## config.mk

```make
export PLATFORM = sky130hd
export DESIGN_NAME = if_fetch_unit
export DESIGN_NICKNAME = d
export VERILOG_FILES = /design/src/rtl/if_fetch_pkg.sv /design/src/rtl/if_fetch_unit_buf.sv /design/src/rtl/if_fetch_unit.sv
export SDC_FILE = /design/constraint.sdc
export NUM_CORES = 1
export LEC_CHECK = 0
export ABC_AREA = 1
export CAP_MARGIN = 20
export CORE_ASPECT_RATIO = 1.25
export CORE_MARGIN = 3
export CORE_UTILIZATION = 46
export DETAILED_ROUTE_END_ITERATION = 8
export HOLD_SLACK_MARGIN = 0.06
export PLACE_DENSITY = 0.81
export SKIP_LAST_GASP = 1
export SYNTH_ARGS = -nofsm -noshare
export SYNTH_HDL_FRONTEND = slang
export SYNTH_HIERARCHICAL = 1
export SYNTH_SLANG_ARGS = --single-unit
```

## constraint.sdc

```tcl
create_clock -name Clock -period 1.7 [get_ports Clock]
set_clock_uncertainty 0.05 [all_clocks]
set_input_delay 0.34 -clock Clock [delete_from_list [all_inputs] [get_ports Clock]]
set_output_delay 0.34 -clock Clock [all_outputs]
set_load 0.02 [all_outputs]
```

## src/rtl/if_fetch_pkg.sv

```systemverilog
// Shared fetch-stage types and constants.
// Imported by the fetch unit and its instruction buffer.
package if_fetch_pkg;

  typedef enum logic {
    FETCH = 1'b0,
    DRAIN = 1'b1
  } fetch_state_e;

  localparam logic [31:0] NOP        = 32'd0;
  localparam logic [31:0] INST_BYTES = 32'd4;

  function automatic logic [31:0] align_word(
    input logic [31:0] a
  );
    return {a[31:2], 2'b00};
  endfunction

endpackage

```

## src/rtl/if_fetch_unit_buf.sv

```systemverilog
// Single-entry instruction/address holding register.
// Priority: clear, then load, then consume.
import if_fetch_pkg::*;

module if_inst_buffer (
  input  logic        i_clk,
  input  logic        i_rst_n,
  input  logic        i_load,
  input  logic        i_consume,
  input  logic        i_clear,
  input  logic [31:0] i_inst,
  input  logic [31:0] i_addr,
  output logic        o_valid,
  output logic [31:0] o_inst,
  output logic [31:0] o_pcplus4
);

  logic        r_valid;
  logic [31:0] r_inst;
  logic [31:0] r_addr;

  always_ff @(posedge i_clk or negedge i_rst_n) begin
    if (!i_rst_n) begin
      r_valid <= 1'b0;
      r_inst  <= NOP;
      r_addr  <= 32'd0;
    end else if (i_clear) begin
      r_valid <= 1'b0;
    end else if (i_load) begin
      r_valid <= 1'b1;
      r_inst  <= i_inst;
      r_addr  <= i_addr;
    end else if (i_consume) begin
      r_valid <= 1'b0;
    end
  end

  assign o_valid   = r_valid;
  assign o_inst    = r_valid ? r_inst : NOP;
  assign o_pcplus4 = r_valid ? r_addr + INST_BYTES : 32'd0;

endmodule

```

## src/rtl/if_fetch_unit.sv

```systemverilog
// Instruction fetch stage: one outstanding request, redirect
// squashing via DRAIN while an old request is still pending.
import if_fetch_pkg::*;

module if_fetch_unit #(
  parameter logic [31:0] RESET_PC = 32'h0000_0000
) (
  input  logic        Clock,
  input  logic        Reset,
  input  logic        PCWrite,
  input  logic        Redirect,
  input  logic [31:0] RedirectTarget,
  output logic        IMem_Req,
  output logic [31:0] IMem_Addr,
  input  logic        IMem_Ready,
  input  logic [31:0] IMem_Data,
  output logic [31:0] IF_Instruction,
  output logic [31:0] IF_PCplus4,
  output logic        IF_Valid
);

  fetch_state_e r_state, w_state_nxt;
  logic [31:0]  r_pc, w_pc_nxt;
  logic [31:0]  r_pend, w_pend_nxt;
  logic [31:0]  w_tgt;
  logic         w_req, w_xfer;
  logic         w_load, w_consume, w_clear;
  logic         w_valid;

  assign w_tgt = align_word(RedirectTarget);

  always_ff @(posedge Clock or negedge Reset) begin
    if (!Reset) begin
      r_state <= FETCH;
      r_pc    <= RESET_PC;
      r_pend  <= 32'd0;
    end else begin
      r_state <= w_state_nxt;
      r_pc    <= w_pc_nxt;
      r_pend  <= w_pend_nxt;
    end
  end

  always_comb begin
    w_state_nxt = r_state;
    w_pc_nxt    = r_pc;
    w_pend_nxt  = r_pend;
    w_req       = 1'b1;
    w_xfer      = 1'b0;
    w_load      = 1'b0;
    w_consume   = 1'b0;
    w_clear     = 1'b0;
    unique case (r_state)
      FETCH: begin
        w_req  = !(w_valid && !PCWrite);
        w_xfer = w_req && IMem_Ready;
        if (Redirect) begin
          w_clear = 1'b1;
          if (!w_req || w_xfer) begin
            w_pc_nxt = w_tgt;
          end else begin
            w_pend_nxt  = w_tgt;
            w_state_nxt = DRAIN;
          end
        end else if (w_xfer) begin
          w_load   = 1'b1;
          w_pc_nxt = r_pc + INST_BYTES;
        end else if (w_valid && PCWrite) begin
          w_consume = 1'b1;
        end
      end
      DRAIN: begin
        w_clear = 1'b1;
        w_xfer  = IMem_Ready;
        if (Redirect) w_pend_nxt = w_tgt;
        // A redirect landing on the drain beat still wins.
        if (w_xfer) begin
          w_pc_nxt    = Redirect ? w_tgt : r_pend;
          w_state_nxt = FETCH;
        end
      end
      default: w_state_nxt = FETCH;
    endcase
  end

  if_inst_buffer u_buf (
    .i_clk     (Clock),
    .i_rst_n   (Reset),
    .i_load    (w_load),
    .i_consume (w_consume),
    .i_clear   (w_clear),
    .i_inst    (IMem_Data),
    .i_addr    (r_pc),
    .o_valid   (w_valid),
    .o_inst    (IF_Instruction),
    .o_pcplus4 (IF_PCplus4)
  );

  assign IMem_Req  = w_req;
  assign IMem_Addr = r_pc;
  assign IF_Valid  = w_valid;

endmodule

```

==> results.sh <==
export IMPL_status="complete, but fails checks"
export IMPL_violations="DRC, setup timing"
export IMPL_syn_nets=1057
export IMPL_dr_pass1_iters=9
export IMPL_grt_pass1_wl_um=46100
export IMPL_hold_viol_final=0
export IMPL_cts_made_buffers=17
export IMPL_grt_ovfl_total=0
export IMPL_cp_max_fo=3
export IMPL_cts_max_level=4
export IMPL_fmax_mhz=423
export IMPL_vias=9175
export IMPL_tightest_slew_ns=0.426
export IMPL_startpoint_type="register"
export IMPL_core_um2=15800
export IMPL_synthCells=986
export IMPL_clk_path_buf_depth=2
export IMPL_slew_headroom=0.713
export IMPL_setup_ws_ns=-0.666
export IMPL_yosysWarnings=6
export IMPL_synth_edf_count=0
export IMPL_first_global_vias=8792
export IMPL_die_x_um=120
export IMPL_drv_slew=0
export IMPL_synthArstFlopShare=1.00
export IMPL_wl_per_cell_um=22.2
export IMPL_clkPwrFrac=0.257
export IMPL_power_internal_w=0.00860
export IMPL_drive_gt1_frac=0.452
export IMPL_setup_tns_ns=-68.04
export IMPL_fin_util=0.810
export IMPL_final_period_utilization=1.39
export IMPL_period_minus_slack_ns=2.37
export IMPL_p_switching_w=0.00535
export IMPL_multiInputGateArea_um2=4570
export IMPL_antenna_found_initial=0
export IMPL_cts_sinks=130
export IMPL_port_buffers=164
export IMPL_ir_drop_v=0.000940
export IMPL_clk_pin_slew_ns=0.08
export IMPL_nets=1389
export IMPL_drc_errors=5
export IMPL_pwr_share_seq=0.352
export IMPL_power_share_switching=0.383
export IMPL_final_cell_mix="233 x nand2_1, 120 x dfrtp_1, 120 x buf_4, 82 x nor2_1, 82 x buf_6"
export IMPL_drt_iter0_drc=1300
export IMPL_start_util=0.473
export IMPL_syn_to_final_growth_pct=71.1
export IMPL_grt_usage=0.331
export IMPL_antenna_cells=0
export IMPL_gp_congestion=0.884
export IMPL_worstReg2RegStart="u_buf/o_valid"
export IMPL_seqCellArea_um2=3270
export IMPL_worstPathArrival_ns=1.98
export IMPL_cts_tree="built"
export IMPL_p_comb_frac=0.391
export IMPL_hold_class="in2async"
export IMPL_rows=51
export IMPL_rsz0062_at_grt="true"
export IMPL_startpoint="u_buf/r_addr[2]"
export IMPL_grt_start_max_net_pins=39
export IMPL_worstSetupEndpointType="output pin"
export IMPL_clk_latency_ns=0.45
export IMPL_synth_avg_cell_area_um2=7.56
export IMPL_holdWs_ns=0.317
export IMPL_power_leakage_nw=6.31
export IMPL_path_class="reg2out"
export IMPL_ios=167
export IMPL_ys_seq_area_frac=0.436
export IMPL_synth_flop_cell="dfrtp_1"
export IMPL_syn_area_um2=7460
export IMPL_crit_path_frequent_cell="buf_4"
export IMPL_mostFrequentLayoutCell="nand2_1"
export IMPL_vias_per_cell=5.95
export IMPL_path_cells="ha_4 -> nand2_4 -> nor2_4 -> nand3b_1 -> buf_4 -> o21ai_2 -> a21oi_1 -> buf_4"
export IMPL_critPathRequiredTime_ns=1.31
export IMPL_dp_hpwl_um=16400
export IMPL_cp_top_family="flip-flops"
export IMPL_crit_slowest_cell="dfrtp_1"
export IMPL_setup_viol=206
export IMPL_ys_seq_elements=130
export IMPL_power_w=0.0139
export IMPL_cpPeakStageDelay_ns=0.43
export IMPL_synthDistinctLibCells=38
export IMPL_drt_total_wl_um=34300
export IMPL_die_area_um2=17800
export IMPL_die_h_um=148
export IMPL_p_per_area_nw_per_um2=1090
export IMPL_drv_cap=0
export IMPL_drtAntennaViolNets=0
export IMPL_fillers=813
export IMPL_cts_root_buf="clkbuf_16"
export IMPL_cp_num_buf_inv=2
[cell families after synthesis]
family,after synthesis,synth area share
and+or+nand+nor,545,0.311
buffers and inverters,139,0.0780
DFF,130,0.436
AOI/OAI and AO/OA,111,0.0822
muxes,59,0.0891
adders and majority gates,2,0.00336
[power groups by stage]
stage          clock [W]  sequential (W)  combinational, W
6_report         0.00358         0.00491           0.00545
2_1_floorplan          0         0.00469           0.00180
5_1_grt          0.00371         0.00496           0.00569
4_1_cts          0.00346         0.00462           0.00468
3_5_place_dp           0         0.00462           0.00402
3_3_place_gp           0         0.00456           0.00390
[worst register-to-register path, delay by kind of cell, from the launching register on]
kind | cells | cell delay [ns]
DFF | 1 | 0.43
AOI/OAI and AO/OA | 2 | 0.38
and+or+nand+nor | 4 | 0.36
buffers and inverters | 8 | 0.88
[final timing paths]
| kind | end | slack [ns] | cells after the start |
|---|---|---|---|
| setup / recovery | IF_PCplus4[12] | -0.67 | 8 |
| hold / removal | r_pend[13] | 0.32 | 2 |
| setup reg to reg | IMem_Addr[10] | -0.53 | 14 |
| hold reg to reg | r_pend[20] | 0.42 | 2 |
| max in group asynchronous | IMem_Addr[23] | 0.66 | 3 |
| min in group Clock | r_pend[20] | 0.42 | 2 |
[registers in the layout, summed over array words and instances, names as in the netlist]
register and cells:
IMem_Addr 32, r_pend 32, u_buf/r_addr 32, u_buf/r_inst 32
r_state 1, u_buf/o_valid 1
[metal layers]
metal | GRT usage | vias to the layer above | part of all wire
li1 | - | 3801 | -
met1 | 0.355 | 4298 | 0.33
met2 | 0.591 | 759 | 0.49
met3 | 0.0784 | 317 | 0.098
met4 | 0.195 | 0 | 0.089
met5 | 0 | - | 0
[cell usage after synthesis, types with 3 or more instances]
| library cell | instances | share of area |
|---|---|---|
| a21oi_1 | 49 | 0.033 |
| a21oi_2 | 3 | 0.0035 |
| a31oi_1 | 5 | 0.0042 |
| and2_1 | 4 | 0.0034 |
| buf_2 | 21 | 0.014 |
| buf_6 | 4 | 0.0060 |
| clkbuf_1 | 7 | 0.0035 |
| dfrtp_1 | 130 | 0.44 |
| inv_1 | 100 | 0.050 |
| inv_2 | 4 | 0.0020 |
| mux2_2 | 59 | 0.089 |
| nand2_1 | 317 | 0.16 |
| nand2_2 | 6 | 0.0050 |
| nand3_1 | 49 | 0.033 |
| nand4_1 | 4 | 0.0034 |
| nor2_1 | 128 | 0.064 |
| nor2_2 | 10 | 0.0084 |
| nor2_4 | 9 | 0.014 |
| nor3_1 | 6 | 0.0040 |
| o21ai_0 | 39 | 0.026 |
| o21ai_1 | 4 | 0.0027 |
[repair_timing]
action,in CTS,in global routing
gates resized for setup,560,264
buffers inserted,31,34
setup endpoints to repair,219,212
pin swaps,43,39
hold buffers,1,0
cloned,22,1
endpoints found under the hold margin,17,0
[stage by stage]
stage / worst slack [ns] / instances / area [um^2]
finish: -0.666 / 1541 / 12800
global route: -0.674 / 1541 / 12800
CTS: -0.560 / 1523 / 12100
detailed placement: -0.605 / 1439 / 10200
global placement: -0.584 / 1439 / 10200
floorplan: 0.00176 / 986 / 7500
[area by class of cell]
cell class                 count  share of cell area
timing repair buffer         346               0.288
inverter                     104              0.0329
clock buffer                  24              0.0385
multi-input combinational    718               0.358
clock inverter                 6             0.00431
timing repair inverter         1             0.00127
sequential                   130               0.256
tap                          212              0.0208
No activity file was read; power rests on OpenSTA's default activity.
